File: src/rtl/instr_fetch_queue.sv
// Instruction buffer between F and D: a circular FIFO of fetched words and their PCs.
// The head entry is presented pre-split into MIPS fields, plus eret detection and serialisation.
module instr_fetch_queue #(
   parameter int          DEPTH      = 4,
   parameter int          PC_W       = 32,
   parameter int          ERET_BLOCK = 1,
   parameter logic [31:0] ERET_WORD  = 32'h42000018
) (
   input  logic                     clk,
   input  logic                     reset,
   input  logic                     flush,
   input  logic                     in_valid,
   output logic                     in_ready,
   input  logic [31:0]              in_instr,
   input  logic [PC_W-1:0]          in_pc,
   output logic                     out_valid,
   input  logic                     out_ready,
   output logic [31:0]              out_instr,
   output logic [PC_W-1:0]          out_pc,
   output logic [5:0]               op,
   output logic [4:0]               rsad,
   output logic [4:0]               rtad,
   output logic [4:0]               rdad,
   output logic [4:0]               shamt,
   output logic [5:0]               func,
   output logic [15:0]              imm16,
   output logic [25:0]              imm26,
   output logic [4:0]               b_func,
   output logic                     eret,
   output logic [$clog2(DEPTH):0]   count,
   output logic                     eret_pending
);

   localparam int AW = $clog2(DEPTH);
   localparam int CW = AW + 1;
   localparam logic [CW-1:0] FULL = CW'(DEPTH);
   localparam logic          BLK  = (ERET_BLOCK != 0);

   typedef struct packed {
      logic [31:0]     instr;
      logic [PC_W-1:0] pc;
   } entry_t;

   entry_t          mem [DEPTH];
   entry_t          head;
   logic [AW-1:0]   rd_ptr, wr_ptr;
   logic [CW-1:0]   eret_cnt;
   logic            push, pop, push_eret, pop_eret;

   assign out_valid    = (count != '0);
   assign eret_pending = (eret_cnt != '0);
   assign in_ready     = (count < FULL) & ~(BLK & eret_pending) & ~flush;

   assign push      = in_valid & in_ready;
   assign pop       = out_valid & out_ready;
   assign push_eret = push & (in_instr == ERET_WORD);
   assign pop_eret  = pop & eret;

   // Empty queue presents an all-zero word, which decodes as a nop.
   always_comb begin
      head = '0;
      if (out_valid)
         head = mem[rd_ptr];
   end

   assign out_instr = head.instr;
   assign out_pc    = head.pc;
   assign op        = head.instr[31:26];
   assign rsad      = head.instr[25:21];
   assign rtad      = head.instr[20:16];
   assign rdad      = head.instr[15:11];
   assign shamt     = head.instr[10:6];
   assign func      = head.instr[5:0];
   assign imm16     = head.instr[15:0];
   assign imm26     = head.instr[25:0];
   assign b_func    = head.instr[20:16];
   assign eret      = out_valid & (head.instr == ERET_WORD);

   // Storage is never cleared; reset and flush only rewind the pointers.
   always_ff @(posedge clk) begin
      if (push && !reset)
         mem[wr_ptr] <= '{instr: in_instr, pc: in_pc};
   end

   always_ff @(posedge clk) begin
      if (reset || flush) begin
         rd_ptr   <= '0;
         wr_ptr   <= '0;
         count    <= '0;
         eret_cnt <= '0;
      end else begin
         if (push)
            wr_ptr <= wr_ptr + AW'(1);
         if (pop)
            rd_ptr <= rd_ptr + AW'(1);
         case ({push, pop})
            2'b10:   count <= count + CW'(1);
            2'b01:   count <= count - CW'(1);
            default: count <= count;
         endcase
         case ({push_eret, pop_eret})
            2'b10:   eret_cnt <= eret_cnt + CW'(1);
            2'b01:   eret_cnt <= eret_cnt - CW'(1);
            default: eret_cnt <= eret_cnt;
         endcase
      end
   end

endmodule

File: config.mk
export PLATFORM = sky130hd
export DESIGN_NAME = instr_fetch_queue
export DESIGN_NICKNAME = d
export VERILOG_FILES = /design/src/rtl/instr_fetch_queue.sv
export SDC_FILE = /design/constraint.sdc
export NUM_CORES = 1
export LEC_CHECK = 0
export CAP_MARGIN = 10
export CORE_MARGIN = 2
export CORE_UTILIZATION = 23
export DETAILED_ROUTE_END_ITERATION = 6
export PLACE_DENSITY = 0.43
export SLEW_MARGIN = 0
export SYNTH_ARGS = -nofsm -noshare
export SYNTH_HDL_FRONTEND = slang
export SYNTH_SLANG_ARGS = --single-unit
export TNS_END_PERCENT = 10
File: constraint.sdc
create_clock -name clk -period 8.95 [get_ports clk]
set_input_delay 1.79 -clock clk [delete_from_list [all_inputs] [get_ports clk]]
set_output_delay 1.79 -clock clk [all_outputs]
set_load 0.02 [all_outputs]
==> results of run 1 <==
power groups by stage:
stage	logic (uW)	registers, uW	clock network (uW)
finish	182	1390	1360
global route	196	1390	1450
CTS	187	1390	1400
detailed placement	187	1420	0
global placement	186	1420	0
floorplan	93.0	1420	0
layer usage:
metal | vias up | wire length, um | global-route usage [%]
li1 | 2501 | - | -
met1 | 2911 | 11200 | 13.0
met2 | 168 | 13400 | 18.8
met3 | 40 | 1440 | 2.36
met4 | 2 | 468 | 2.94
met5 | - | 13 | 0
worst paths after layout:
check                           slack [ns]  cells after the start                       end
worst min register to register        0.49                      2  eret_cnt[2]$_SDFFE_PP0P_
worst max-delay path                  3.01                      6                      eret
worst max register to register        4.62                     11  eret_cnt[2]$_SDFFE_PP0P_
worst min-delay path                  0.49                      2  eret_cnt[2]$_SDFFE_PP0P_
cell type report:
type / count / area share [%]
Inverter: 10 / 0.260
Tap cell: 615 / 5.33
Clock buffer: 33 / 5.42
Timing Repair Buffer: 225 / 15.5
Clock inverter: 24 / 2.21
Multi-Input combinational cell: 201 / 16.4
Sequential cell: 268 / 54.9
cells by family after synthesis:
| group | after synthesis | share of synthesized area [%] |
|---|---|---|
| fa+ha+maj | 8 | 1.04 |
| simple gates | 113 | 6.30 |
| mux | 64 | 13.1 |
| flops | 268 | 71.8 |
| buf+inv | 112 | 6.84 |
| compound gates | 9 | 0.431 |
| xor+xnor | 7 | 0.555 |
state kept, by name, summed over array words and instances (netlist names), named ones only:
| signal | count |
|---|---|
| mem | 256 |
| count | 3 |
| eret_cnt | 3 |
| rd_ptr | 2 |
| wr_ptr | 2 |
worst max-delay path, stage by stage, from the launching register on:
cell,delay [ns]
dfxtp_4,0.99
buf_4,0.53
mux4_2,0.57
nor4b_1,0.31
nand4_1,0.25
a211oi_1,0.23
clkdlybuf4s50_1,0.69
layout by cell type, fill, tap and decap left out, drive strengths merged, types with 7 or more instances in the layout:
| cell type | synthesis | final |
|---|---|---|
| nor4 | 11 | 11 |
| dfxtp | 12 | 12 |
| bufinv | 0 | 8 |
| inv | 10 | 11 |
| buf | 88 | 7 |
| clkbuf | 14 | 33 |
| clkdlybuf4s50 | 0 | 218 |
| nor2 | 12 | 12 |
| and2 | 68 | 68 |
| clkinv | 0 | 13 |
| mux4 | 64 | 64 |
| edfxtp | 256 | 256 |
through the flow:
stage          total power, uW  utilization, %
2_1_floorplan             1510               -
3_3_place_gp              1600            28.1
3_5_place_dp              1600            28.1
4_1_cts                   2980            30.4
5_1_grt                   3040            30.4
6_report                  2930            30.4
==> results.md, run 1 <==
* Clock power share at a little under half
* GPL Wtd Cong at a little under 0.7
* Die height at between 200 and 250 um
* Post-Syn Instances at approximately 580
* Dpl ws at around 3.4 ns
* DR WL/cell at 19.3 um
* Area post-placement at around 13,000 um^2
* Min-Delay Path Class: reg2reg
* Sw frac at approximately 20%
* #FFs+latches synth at ~270
* Num CTS Buffers at 31
* Total track usage at 10.6%
* I/O Buffers at between 200 and 250
* Die ar. at about 50,000 um^2
* Fraction of registers with async set/reset at 0%
* Gate power share at between 6 and 7%
* Reg area at roughly 7900 um^2
* Clock sink count at ~270
* Final Non-Filler Cells at 1,376
* HPWL after detailed placement at around 17 mm
* Vias in the first global route at ~6,100
* Count leader, synth: edfxtp_1
* Initial antenna violation count at 1
* Hold Buf Count CTS at 0
* Antenna-violating nets left at 0
* Setup crit end kind: primary output
* Multi-input gate area at around 2400 um^2
* RSZ-0062 raised after global routing: false
* Hold slack final at approximately 0.5 ns
* Cell variety after synth at 30
* Max Cap Viol at 0
* CP max FO at 45
* Leak Pwr at between 0.004 and 0.005 uW
* Crit path time final at a little under 6 ns
* Slew @ Worst Pin at roughly 1 ns
* DRC viols at 0
* Critical path arrival at about 4.2 ns
* Fill cell count at about 4,700
* Post-synth net total at ~660
* Layout cells sized above 1 at between 15 and 20%
* Status: finished clean
* Seq/Total Area, Yosys at 71.8%
* Critical Path RT at around 7.2 ns
* Final WL at approximately 27 mm
* Pwr per Cell Area at between 200 and 250 nW/um^2
* Placed Instances at between 1,000 and 1,500
* Clock skew at roughly 0.0064 ns
* Sequential group share of total power at a little under half
* DR vias/cell at between 4 and 5
* Final net count at roughly 810
* Worst skew pair latency at approximately 0.55 ns
* Setup violations, final at 0
* Via count at 5,622
* Pre-Repair DR Iteration Count at 4
* Clock Pin Slew Worst Setup and Hold Paths at 0.06 ns
* Slew margin rel. at between 30% and 40%
* Syn Std Cell Area at 11,000 um^2
* Clock tree buffer depth at 3
* Initial Utilization at 23.2%
* First-pass GRT wire length at ~39 mm
* Clock Tree Root: clkbuf_16
* Fin area at ~14,000 um^2
* Most common library cells after synthesis: 256 x edfxtp_1, 79 x buf_4, 68 x and2_1, 64 x mux4_2, 14 x clkbuf_1
* Max-slew violations at 0
* CTS H-tree depth at 1
* Largest area contributor in the netlist: edfxtp_1
* CTS tree: built
* Main synth FF type: edfxtp_1
* Ys Warns at 0
* FP Rows at 80
* Largest net degree at the start of global routing at 46
* Max Fclk at between 150 and 200 MHz
* DRT iter0 DRCs at ~300
* Number of enable flip-flop cells after synthesis at 256
* Worst Setup Slack, final at between 3 and 4 ns
* Final hold vios at 0
* Post-CTS setup buffer count at 0
* Overflow left after global routing at 0
* Ports at ~220
* HP Start: eret_cnt[2]$_SDFFE_PP0P_
* Internal Power at around 2300 uW
* Fin crit share at between 60 and 70%
* Top post-synthesis cells by area: edfxtp_1 70%, mux4_2 13%, buf_4 5.4%
* Post-CTS resize count at 0
* Die Width at roughly 220 um
* Crit start category: flop
* Core area at about 48,000 um^2
* Critical path type: reg2out
* Area delta synth->final at 30.8%
* ANT cells at 0
* Sw Pwr at approximately 600 uW
* Setup_tns at 0 ns
* VDD IR-drop max at around 0.13 mV
* Top-area cell type share of the netlist area at slightly below 70%
* Syn avg cell area at roughly 19 um^2
No activity file was read; power rests on OpenSTA's default activity.
==> run 2: changes to the inputs <==
--- a/config.mk
+++ b/config.mk
@@ -9,7 +9,7 @@
 export CORE_MARGIN = 2
 export CORE_UTILIZATION = 23
 export DETAILED_ROUTE_END_ITERATION = 6
-export PLACE_DENSITY = 0.43
+export PLACE_DENSITY = 0.44
 export SLEW_MARGIN = 0
 export SYNTH_ARGS = -nofsm -noshare
 export SYNTH_HDL_FRONTEND = slang
==> constraint.sdc (replaced) <==
create_clock -name clk -period 4.9 [get_ports clk]
set_input_delay 0.98 -clock clk [delete_from_list [all_inputs] [get_ports clk]]
set_output_delay 0.98 -clock clk [all_outputs]
set_load 0.02 [all_outputs]
==> run 2 against run 1 <==
Net effect:
- die area unchanged
- sequential share of layout area about the same
- critical endpoint unchanged
- hold slack improved by 0.020 ns
- via count decreased by 0.53%
- sequential power increased by 83%
- register-to-register slack got worse by 3.4 ns
==> results.md, run 2 (same netlist as run 1, synthesis figures left out) <==
* Largest net degree at the start of global routing at between 60 and 70
* Most frequent cells in the layout: 256 x edfxtp_1, 218 x clkdlybuf4s50_1, 64 x mux4_2, 64 x and2_1, 31 x clkbuf_16
* Post-CTS resize count at 0
* Met2 Resource Use GR at 18.4%
* Critical Path RT at about 3.9 ns
* Max FFs per register at 256
* CP max FO at 22
* FF-to-FF path depth at 11
* CP Cell Sequence: buf_4 > mux4_2 > nor4_2 > nand4_1 > a211oi_1 > clkdlybuf4s50_1
* Pwr per Cell Area at around 350 nW/um^2
* Hold Buf Count CTS at 0
* Critical path arrival at around 3.6 ns
* I/O Buffers at roughly 220
* Setup crit end kind: primary output
* Clock Tree Root: clkbuf_16
* Slew @ Worst Pin at 0.905 ns
* Largest register by flop count: mem
* Clock tree buffer depth at 3
* Critical path type: reg2out
* CTS H-tree depth at 1
* Total track usage at 10.7%
* Final hold vios at 0
* Ports at 219
* Max Fclk at about 220 MHz
* Die ar. at approximately 50,000 um^2
* Crit path time final at about 4.6 ns
* HP Start: eret_cnt[2]$_SDFFE_PP0P_
* Post-CTS setup buffer count at 0
* First-pass GRT wire length at between 30 and 40 mm
* Fin crit share at 94.0%
* Most common cell after layout, fill and taps aside: edfxtp_1
* M3 GR Usage at between 3 and 4%
* CTS tree: built
* Worst skew pair latency at around 0.56 ns
* Worst hold stages at 2
* Max-slew violations at 0
* Final net count at 820
* Fin area at approximately 14,000 um^2
* Min-Delay Path Class: reg2reg
* Dpl ws at 0.809 ns
* Clock sink count at between 200 and 300
* Largest stage delay on the critical path at 0.69 ns
* Crit start category: flop
* FP Rows at 80
* Pre-Repair DR Iteration Count at 4
* Initial Utilization at 23.2%
* Clock Pin Slew Worst Setup and Hold Paths at around 0.06 ns
* Clock skew at ~0.012 ns
* Worst R2R Setup Slack at between 1 and 1.5 ns
* Slew margin rel. at 39.2%
* Via count at 5,592
* RSZ-0062 raised after global routing: false
* DRT iter0 DRCs at 216
* Antenna-violating nets left at 0
* Final WL at ~27 mm
* Setup violations, final at 0
* Die Width at between 200 and 250 um
* Fill cell count at between 4,000 and 5,000
* Initial antenna violation count at 3
* Die height at roughly 220 um
* HPWL after detailed placement at roughly 17 mm
* Slowest-stage cell, CP: clkdlybuf4s50_1
* DR WL/cell at between 15 and 20 um
* Hold slack final at roughly 0.51 ns
* Regs by FF count: mem (256), count (3), eret_cnt (3)
* VDD IR-drop max at approximately 0.21 mV
* Setup_tns at 0 ns
* GRT met1 Usage at between 10% and 20%
* DRC viols at 0
* DR vias/cell at slightly above 4
* Leak Pwr at 0.00445 uW
* Max Cap Viol at 0
* Layout cells sized above 1 at about 17%
* Overflow left after global routing at 0
* GPL Wtd Cong at between 0.6 and 0.7
* Area post-placement at ~13,000 um^2
* Vias in the first global route at 5,974
* Worst Setup Slack, final at approximately 0.3 ns
* Num CTS Buffers at 30
* Area delta synth->final at 30.9%
* Busiest grt layer: met2
* Core area at 47,500 um^2
* Status: finished clean
run 2: layout make-up:
cell class | instances | area, um^2 | share of cell area [%]
multi-input cells | 201 | 2370 | 16.4
flip-flops and latches | 268 | 7940 | 54.9
clock buffers | 34 | 787 | 5.44
clock inverters | 21 | 204 | 1.41
well taps | 615 | 769 | 5.32
diodes | 1 | 2.50 | 0.0173
repair buffers | 232 | 2350 | 16.3
inverters | 10 | 37.5 | 0.260
run 2: power breakdown:
part           internal, uW  switching, uW
Clock                  1360            895
Combinational           163            175
Sequential             2530           6.99
run 2: worst paths after layout:
| kind | endpoint |
|---|---|
| min | eret_cnt[2]$_SDFFE_PP0P_ |
| max | eret |
| min reg2reg | eret_cnt[2]$_SDFFE_PP0P_ |
| max reg2reg | eret_cnt[2]$_SDFFE_PP0P_ |
run 2: routing by layer:
| metal | wire length, um | vias up | share of wire [%] |
|---|---|---|---|
| met4 | 605 | 6 | 2.3 |
| met2 | 13300 | 170 | 50 |
| met1 | 11100 | 2859 | 42 |
| met3 | 1710 | 43 | 6.4 |
| met5 | 39 | - | 0.15 |
| li1 | - | 2514 | - |
run 2: metrics by stage:
stage	total power (uW)	util (%)	instances
after global routing	5300	30.4	1381
after global placement	2930	28.3	1326
after detailed placement	2930	28.3	1326
after CTS	5200	30.4	1381
final	5130	30.4	1382
after floorplan	2760	-	581
run 2: worst max-delay path: cells and delay by family, from the launching register on:
family	cells	cell delay [ns]
buffers and inverters	2	0.97
DFF	1	0.65
muxes	1	0.54
and+or+nand+nor	2	0.54
AOI/OAI and AO/OA	1	0.36
